--- src/rtl/table_load_pkg.sv ---
// table_load_pkg: shared state encoding, symbol width and index-width helper for the table loader.
package table_load_pkg;

    localparam int ASCII_W = 8;

    typedef enum logic [1:0] {IDLE, FILL, START, WAIT} loadState;

    function automatic int clog2(input int n);
        int r;
        for (r = 0; (1 << r) < n; r++) begin
        end
        return (r < 1) ? 1 : r;
    endfunction

endpackage

--- src/rtl/table_load_lanes.sv ---
// table_load_lanes: lane register file feeding the TableBuilder write bus.
// TABLE_LOAD_CTRL_DEDUP_EN adds a parallel compare of din against all enabled lanes.
module table_load_lanes
    import table_load_pkg::*;
#(
    parameter int NUM_LANES = 6,
    parameter int SLOT_W = clog2(NUM_LANES)
) (
    input  logic                           clk,
    input  logic                           rst_n,
    input  logic                           we,
    input  logic [SLOT_W-1:0]              slot,
    input  logic [ASCII_W-1:0]             din,
    input  logic                           clr,
    output logic [NUM_LANES-1:0]           wrEn,
    output logic [NUM_LANES*ASCII_W-1:0]   data
`ifdef TABLE_LOAD_CTRL_DEDUP_EN
    ,
    output logic                           dup
`endif
);

    logic [NUM_LANES-1:0][ASCII_W-1:0] lane;

    assign data = lane;

    always_ff @(posedge clk or negedge rst_n) begin
        if (!rst_n) begin
            wrEn <= '0;
            lane <= '0;
        end else if (clr) begin
            wrEn <= '0;
            lane <= '0;
        end else if (we) begin
            for (int i = 0; i < NUM_LANES; i++) begin
                if (slot == SLOT_W'(i)) begin
                    wrEn[i] <= 1'b1;
                    lane[i] <= din;
                end
            end
        end
    end

`ifdef TABLE_LOAD_CTRL_DEDUP_EN
    always_comb begin
        dup = 1'b0;
        for (int i = 0; i < NUM_LANES; i++) begin
            dup = dup | (wrEn[i] && lane[i] == din);
        end
    end
`endif

endmodule

--- src/rtl/table_load_ctrl.sv ---
// table_load_ctrl: packs a valid/ready byte stream into TableBuilder lanes, strobes start and waits for done.
// TABLE_LOAD_CTRL_DEDUP_EN drops symbols already present in an enabled lane during FILL.
module table_load_ctrl
    import table_load_pkg::*;
#(
    parameter int NUM_LANES    = 6,
    parameter int START_CYCLES = 2,
    parameter int TIMEOUT      = 255
) (
    input  logic                          clk,
    input  logic                          rst_n,
    input  logic                          in_valid,
    input  logic [ASCII_W-1:0]            in_data,
    input  logic                          in_last,
    output logic                          in_ready,
    output logic [NUM_LANES-1:0]          tb_wr_en,
    output logic [NUM_LANES*ASCII_W-1:0]  tb_wr_ascii,
    output logic                          tb_start,
    input  logic                          tb_done,
    output logic                          busy,
    output logic [15:0]                   batch_count,
    output logic                          err_timeout
);

    localparam int SLOT_W  = clog2(NUM_LANES);
    localparam int TIMER_W = clog2(TIMEOUT + 1);
    localparam int START_W = clog2(START_CYCLES + 1);

    loadState               state, stateNext;
    logic [SLOT_W-1:0]      slot, slotNext, wrSlot;
    logic [START_W-1:0]     startCnt, startCntNext;
    logic [TIMER_W-1:0]     timer, timerNext;
    logic                   xfer, store, laneClr, isDup, doneHit, timeoutHit;

    // Gate with rst_n so in_ready reads 0 while reset is held.
    assign in_ready = rst_n && (state == IDLE || state == FILL);
    assign xfer     = in_valid && in_ready;
    assign busy     = state != IDLE;
    assign tb_start = state == START;
    assign wrSlot   = state == FILL ? slot : '0;

    always_comb begin
        stateNext    = state;
        slotNext     = slot;
        startCntNext = startCnt;
        timerNext    = timer;
        store        = 1'b0;
        laneClr      = 1'b0;
        doneHit      = 1'b0;
        timeoutHit   = 1'b0;
        case (state)
            IDLE: begin
                slotNext     = '0;
                startCntNext = '0;
                if (xfer) begin
                    store     = 1'b1;
                    slotNext  = SLOT_W'(1);
                    stateNext = in_last ? START : FILL;
                end
            end
            FILL: begin
                if (xfer) begin
                    store     = !isDup;
                    slotNext  = slot + SLOT_W'(store);
                    stateNext = (in_last || (store && slot == SLOT_W'(NUM_LANES - 1))) ? START : FILL;
                end
            end
            START: begin
                startCntNext = startCnt + 1'b1;
                timerNext    = '0;
                if (startCnt == START_W'(START_CYCLES - 1))
                    stateNext = WAIT;
            end
            WAIT: begin
                // A done arriving on the timeout cycle takes priority.
                doneHit    = tb_done;
                timeoutHit = !tb_done && timer == TIMER_W'(TIMEOUT - 1);
                laneClr    = doneHit || timeoutHit;
                timerNext  = timer + 1'b1;
                slotNext   = '0;
                stateNext  = laneClr ? IDLE : WAIT;
            end
            default: stateNext = IDLE;
        endcase
    end

    always_ff @(posedge clk or negedge rst_n) begin
        if (!rst_n) begin
            state       <= IDLE;
            slot        <= '0;
            startCnt    <= '0;
            timer       <= '0;
            batch_count <= '0;
            err_timeout <= 1'b0;
        end else begin
            state       <= stateNext;
            slot        <= slotNext;
            startCnt    <= startCntNext;
            timer       <= timerNext;
            batch_count <= batch_count + 16'(doneHit);
            err_timeout <= err_timeout | timeoutHit;
        end
    end

    table_load_lanes #(
        .NUM_LANES(NUM_LANES),
        .SLOT_W   (SLOT_W)
    ) lanes (
        .clk  (clk),
        .rst_n(rst_n),
        .we   (store),
        .slot (wrSlot),
        .din  (in_data),
        .clr  (laneClr),
        .wrEn (tb_wr_en),
        .data (tb_wr_ascii)
`ifdef TABLE_LOAD_CTRL_DEDUP_EN
        ,
        .dup  (isDup)
`endif
    );

`ifndef TABLE_LOAD_CTRL_DEDUP_EN
    assign isDup = 1'b0;
`endif

endmodule

--- config.mk ---
export PLATFORM = sky130hd
export DESIGN_NAME = table_load_ctrl
export DESIGN_NICKNAME = d
export VERILOG_FILES = /design/src/rtl/table_load_pkg.sv /design/src/rtl/table_load_lanes.sv /design/src/rtl/table_load_ctrl.sv
export SDC_FILE = /design/constraint.sdc
export NUM_CORES = 1
export LEC_CHECK = 0
export CAP_MARGIN = 30
export CELL_PAD_IN_SITES_DETAIL_PLACEMENT = 0
export CELL_PAD_IN_SITES_GLOBAL_PLACEMENT = 1
export CORE_AREA = 2 2 113 115
export DETAILED_ROUTE_END_ITERATION = 8
export DIE_AREA = 0 0 115 117
export DONT_BUFFER_PORTS = 1
export PLACE_DENSITY = 0.59
export SYNTH_ARGS = -nofsm -noshare
export SYNTH_HDL_FRONTEND = slang
export SYNTH_SLANG_ARGS = --single-unit
export TNS_END_PERCENT = 5
--- constraint.sdc ---
create_clock -name clk -period 4 [get_ports clk]
set_input_delay 0.4 -clock clk [delete_from_list [all_inputs] [get_ports clk]]
set_output_delay 0.4 -clock clk [all_outputs]
set_load 0.01 [all_outputs]
==> impl_metrics.yaml <==
synthesis:
  synth_enable_flop_cells: 0
  syn_inst_count: 334
  yosysSeqAreaShare: 0.563
  post_synth_num_cell_types: 45
  yosys_warnings: 0
  fraction_of_synthesized_cell_area_taken_by_the_top_area_cell_type: 0.563
  synthDominantAreaCellType: "sky130_fd_sc_hd__dfrtp_1"
  synthTopCellsByArea: "sky130_fd_sc_hd__dfrtp_1 (56%), sky130_fd_sc_hd__mux2i_1 (13%), sky130_fd_sc_hd__nor2_1 (6.1%)"
  syn-num-nets: 354
  synth_area_um2: 3820
  synth_ff_type: "sky130_fd_sc_hd__dfrtp_1"
  syn_avg_cell_area_um2: 11.4
  postSynthRegisterBits: 86
  asyncSetResetFlopFracSynth: 1.00
run:
  maxCapViolCount: 0
timing:
  worst-slew-pin-transition_ps: 978
  top_achievable_clock_speed_mhz: 442
  unrepaired_setup_endpoints_after_global_routing: "no"
  slew_violations: 0
  finalHoldViolCount: 0
  post_route_skew_ps: 3.61
  finalHoldWorstSlack_ps: 219
  maxSlewHeadroom: 0.344
  report.final.setup_viol: 0
  period_minus_slack_ps: 2260
  tns_ps: 0
  postLayoutSetupSlackWorst_ps: 1740
  final.period_utilization: 0.566
worst_setup_path:
  setup.worst_path.start_class: "register"
  r2r_setup_slack_ps: 1740
  critical_path_peak_fanout: 38
  arrival_ps: 2480
  max_stage_delay_ps: 840
  critical_path.cell_chain: "nand2_1, o21ba_2, buf_4, nor2_1"
  crit_path_end_kind: "register"
  worstSetupStartpoint: "state[1]$_DFFE_PN0P_"
  worstReg2RegEnd: "lanes.data[17]$_DFFE_PN0P_"
  critPathRequiredTime_ps: 4220
  r2r-start: "state[1]$_DFFE_PN0P_"
  path_class: "reg -> reg"
  reg2reg_depth: 4
  timing.critical_path.slowest_stage_cell: "sky130_fd_sc_hd__o21ba_2"
layout:
  drive_gt1_frac: 0.0888
  layout_commonest_cell: "sky130_fd_sc_hd__dfrtp_1"
  top_library_cells_by_usage_in_the_layout_fill_and_taps_aside: "sky130_fd_sc_hd__dfrtp_1 (86), sky130_fd_sc_hd__nor2_1 (62), sky130_fd_sc_hd__mux2i_1 (50), sky130_fd_sc_hd__nand2_1 (20), sky130_fd_sc_hd__xnor2_1 (11)"
  num-fill-cells: 1260
  synth_to_final_area_change_pct: 10.8
  final_net_count: 353
cts:
  root_buffer: "sky130_fd_sc_hd__clkbuf_16"
  cts-root-to-sink-buffers: 2
  tritoncts.num_buffers: 9
  htree_levels: 3
  cts_sinks: 86
  path_clk_slew_ps: 60
  tritoncts: "built"
  cts-resized-gates: 0
  clock_latency_ps: 340
  cts_setup_buffers: 0
status:
  outcome: "finished, final reports clean"
die:
  num_rows: 41
  dieWidth_um: 115
  io-pin-count: 87
  fp.dieArea_um2: 13500
  die_height_um: 117
  core-area_um2: 12300
  floorplan.initialDensity: 0.310
drt:
  drt-initial-drc-count: 98
  first_pass_iters: 4
  wirelength_met1_mm: 3.64
  post_drt_wl_per_cell_um: 17.3
  routed-wl-met2_mm: 3.86
  detail-route-antenna-nets: 0
  post-route-drc-count: 0
  detail_route.wirelength_mm: 8.48
  top_layer: "met4"
  met3_length_um: 813
  routed_via_density: 4.93
  total_number_of_vias: 2411
global_route:
  grt_util_all_layers: 0.132
  grt_first_pass_wirelength_mm: 13.4
  via_count_of_the_first_global_routing_pass: 2375
  grt_overflow: 0
  grt_max_degree: 87
  grt_antenna_before_repair: 1
power_and_ir_drop:
  powerDensity_nw_per_um2: 609
  peak_supply_drop_v: 0.000241
  totalPowerFinal_w: 0.00258
  power.leakage_nw: 2.20
place:
  port_buffers: 0
  place.gp.congestion: 0.704
  post-place-ws_ps: 1720
  dp_hpwl_mm: 5.76
hold_path:
  hold_path_startpoint: "in_data[2]"
  hold_end: "lanes.data[2]$_DFFE_PN0P_"
  hold-path-cell-count: 2
  min_path_type: "in -> reg"
-- power by group --
part | switching [W] | total, W | internal [W] | leakage [nW]
clock | 0.000343 | 0.000841 | 0.000498 | 0.148
combinational | 0.000223 | 0.000394 | 0.000171 | 0.902
sequential | 0.000284 | 0.00134 | 0.00106 | 1.15
-- synthesized netlist by cell type, types with 2 or more instances --
library cell,number
sky130_fd_sc_hd__dfrtp_1,86
sky130_fd_sc_hd__nor2_1,62
sky130_fd_sc_hd__mux2i_1,50
sky130_fd_sc_hd__nand2_1,20
sky130_fd_sc_hd__xnor2_1,11
sky130_fd_sc_hd__inv_1,10
sky130_fd_sc_hd__o21ai_0,9
sky130_fd_sc_hd__nand3_1,8
sky130_fd_sc_hd__ha_1,7
sky130_fd_sc_hd__nor3_1,7
sky130_fd_sc_hd__a21oi_1,6
sky130_fd_sc_hd__buf_6,5
sky130_fd_sc_hd__buf_4,4
sky130_fd_sc_hd__xor2_1,4
sky130_fd_sc_hd__and3_1,3
sky130_fd_sc_hd__buf_2,3
sky130_fd_sc_hd__nand2b_1,3
sky130_fd_sc_hd__nand4_1,3
sky130_fd_sc_hd__a22o_1,2
sky130_fd_sc_hd__and4_4,2
sky130_fd_sc_hd__clkbuf_1,2
sky130_fd_sc_hd__nand2_2,2
sky130_fd_sc_hd__nor3b_1,2
sky130_fd_sc_hd__o31ai_1,2
-- timing repair --
| item | 4_1_cts | 5_1_grt |
|---|---|---|
| endpoints found under the hold margin | 86 | 0 |
| setup endpoints to repair | 0 | 0 |
| hold buffers | 2 | 0 |
-- flip-flops by register name (all words and copies together) (netlist names) --
name	count
lanes.data	48
batch_count	16
timer	8
lanes.wrEn	6
slot	3
startCnt	2
state	2
err_timeout	1
-- cell families after synthesis --
kind of cell / Yosys count / synth area share
adder cells (fa/ha/maj): 7 / 0.0229
buffers and inverters: 26 / 0.0449
XOR/XNOR: 15 / 0.0344
flip-flops: 86 / 0.563
multiplexers: 50 / 0.131
AO/OA/AOI/OAI: 27 / 0.0449
AND/OR/NAND/NOR: 123 / 0.159
-- worst max path at each step --
| stage | to | slack (ps) | depth (start not counted) |
|---|---|---|---|
| finish | lanes.data[17]$_DFFE_PN0P_ | 1740 | 4 |
| global route | lanes.data[42]$_DFFE_PN0P_ | 1510 | 4 |
| CTS | lanes.data[17]$_DFFE_PN0P_ | 1710 | 4 |
| detailed placement | lanes.data[42]$_DFFE_PN0P_ | 1720 | 4 |
| global placement | lanes.data[44]$_DFFE_PN0P_ | 1800 | 4 |
| floorplan | batch_count[10]$_DFF_PN0_ | 2160 | 7 |
-- worst max-delay path: cells and delay by family (launching register included) --
family,cells,cell delay (ps)
AO/OA/AOI/OAI,1,840
flip-flops,1,630
buffers and inverters,1,370
AND/OR/NAND/NOR,2,290
-- cell type report --
cell class	instances	area (um2)	area share
flip-flops and latches	86	2150	0.508
multi-input cells	222	1500	0.355
clock buffers	10	239	0.0564
well taps	150	188	0.0443
clock inverters	6	61.3	0.0145
repair buffers	4	52.6	0.0124
inverters	10	37.5	0.00887
diodes	1	2.50	0.000591
-- through the flow --
stage	instance area, um2	util	instances
2_1_floorplan	3820	-	334
3_3_place_gp	3890	0.316	470
3_5_place_dp	3890	0.316	470
4_1_cts	4230	0.344	488
5_1_grt	4230	0.344	488
6_report	4230	0.344	489
-- layer usage --
metal	vias to the layer above	global-route usage
li1	1134	-
met1	1188	0.166
met2	76	0.189
met3	13	0.0685
met4	0	0.0602
met5	-	0
Power figures use the tool's default switching activity.
==> patch (same settings) <==
`NUM_LANES` is set to 6 in 2 places; all go to 3.
--- a/src/rtl/table_load_lanes.sv
+++ b/src/rtl/table_load_lanes.sv
@@ -3,7 +3,7 @@
 module table_load_lanes
     import table_load_pkg::*;
 #(
-    parameter int NUM_LANES = 6,
+    parameter int NUM_LANES = 3,
     parameter int SLOT_W = clog2(NUM_LANES)
 ) (
     input  logic                           clk,
--- a/src/rtl/table_load_ctrl.sv
+++ b/src/rtl/table_load_ctrl.sv
@@ -3,7 +3,7 @@
 module table_load_ctrl
     import table_load_pkg::*;
 #(
-    parameter int NUM_LANES    = 6,
+    parameter int NUM_LANES    = 3,
     parameter int START_CYCLES = 2,
     parameter int TIMEOUT      = 255
 ) (
Interface: changed (resized tb_wr_ascii and tb_wr_en); port bits go from 87 to 60. No check against the original RTL was run, so the function may have changed too.
==> patch against the original RTL <==
- design area shrank 27%
- highest routed layer unchanged
- fmax grew 4.2%
- final cell count shrank 19%
- wire length shrank 28%
- worst setup slack gained 90 ps
- total power shrank 21%
- largest cell class unchanged
- sequential cell count shrank 28
- clock power shrank 13%
- synthesized area shrank 32%
- non-clock buffer count shrank 1
==> patch: results <==
group,metric,value,unit
status,outcome,"finished clean",
placed_design,dpl-instance-area,2760,µm²
global_route,grt_pass1_wl,9.24,mm
clocking,clock_latency,320,ps
layout,largest_reg_flops,24,
timing,tightest_slew,1020,ps
global_route,grt_pass1_vias,1692,
power_and_ir_drop,total_leakage_power,1.42,nW
power_and_ir_drop,ir_drop,251,µV
drt,drtIter0Drc,124,
synth,synth_nets,254,
drt,wl_per_cell,15.4,µm
drt,wl_met3,478,µm
timing,finalClockSkew,5.58,ps
critical_path,arrival,2350,ps
drt,wl_met1,2.65,mm
synth,synth_seq_area_share,55.5,%
synth,synth.distinct_cells,39,
global_route,grt_usage,9.23,%
layout,fillers,1303,
placed_design,place_congestion,0.731,
power_and_ir_drop,p_sw_share,33.8,%
critical_path,critPathMaxFanout,16,
power_and_ir_drop,p_comb,0.339,mW
layout,num_antenna_cells,0,
power_and_ir_drop,pwr-share-seq,47.5,%
## patch: area by class of cell
cell class                 count  area [µm²]  area share, %
sequential                    58        1450           47.2
multi-input combinational    161        1080           35.2
tap                          150         188           6.10
clock inverter                 2        10.0          0.325
timing repair buffer           3        48.8           1.59
clock buffer                  14         274           8.91
inverter                       6        22.5          0.732
## patch: worst paths after layout
path | start | to | slack [ps] | cells after the start
min in group asynchronous | rst_n | timer[5] | 600 | 2
setup reg to reg | state[1] | lanes.data[13] | 1830 | 4
hold / removal | in_data[7] | lanes.data[7] | 230 | 2
setup / recovery | state[1] | lanes.data[13] | 1830 | 4
max in group asynchronous | rst_n | batch_count[10] | 3120 | 2
hold reg to reg | startCnt[1] | startCnt[1] | 500 | 2
## patch: cells by family after synthesis
logic type | synth area share (%)
flops | 55.5
simple gates | 16.9
fa+ha+maj | 2.87
compound gates | 5.84
xor+xnor | 5.03
buf+inv | 3.45
mux | 10.4
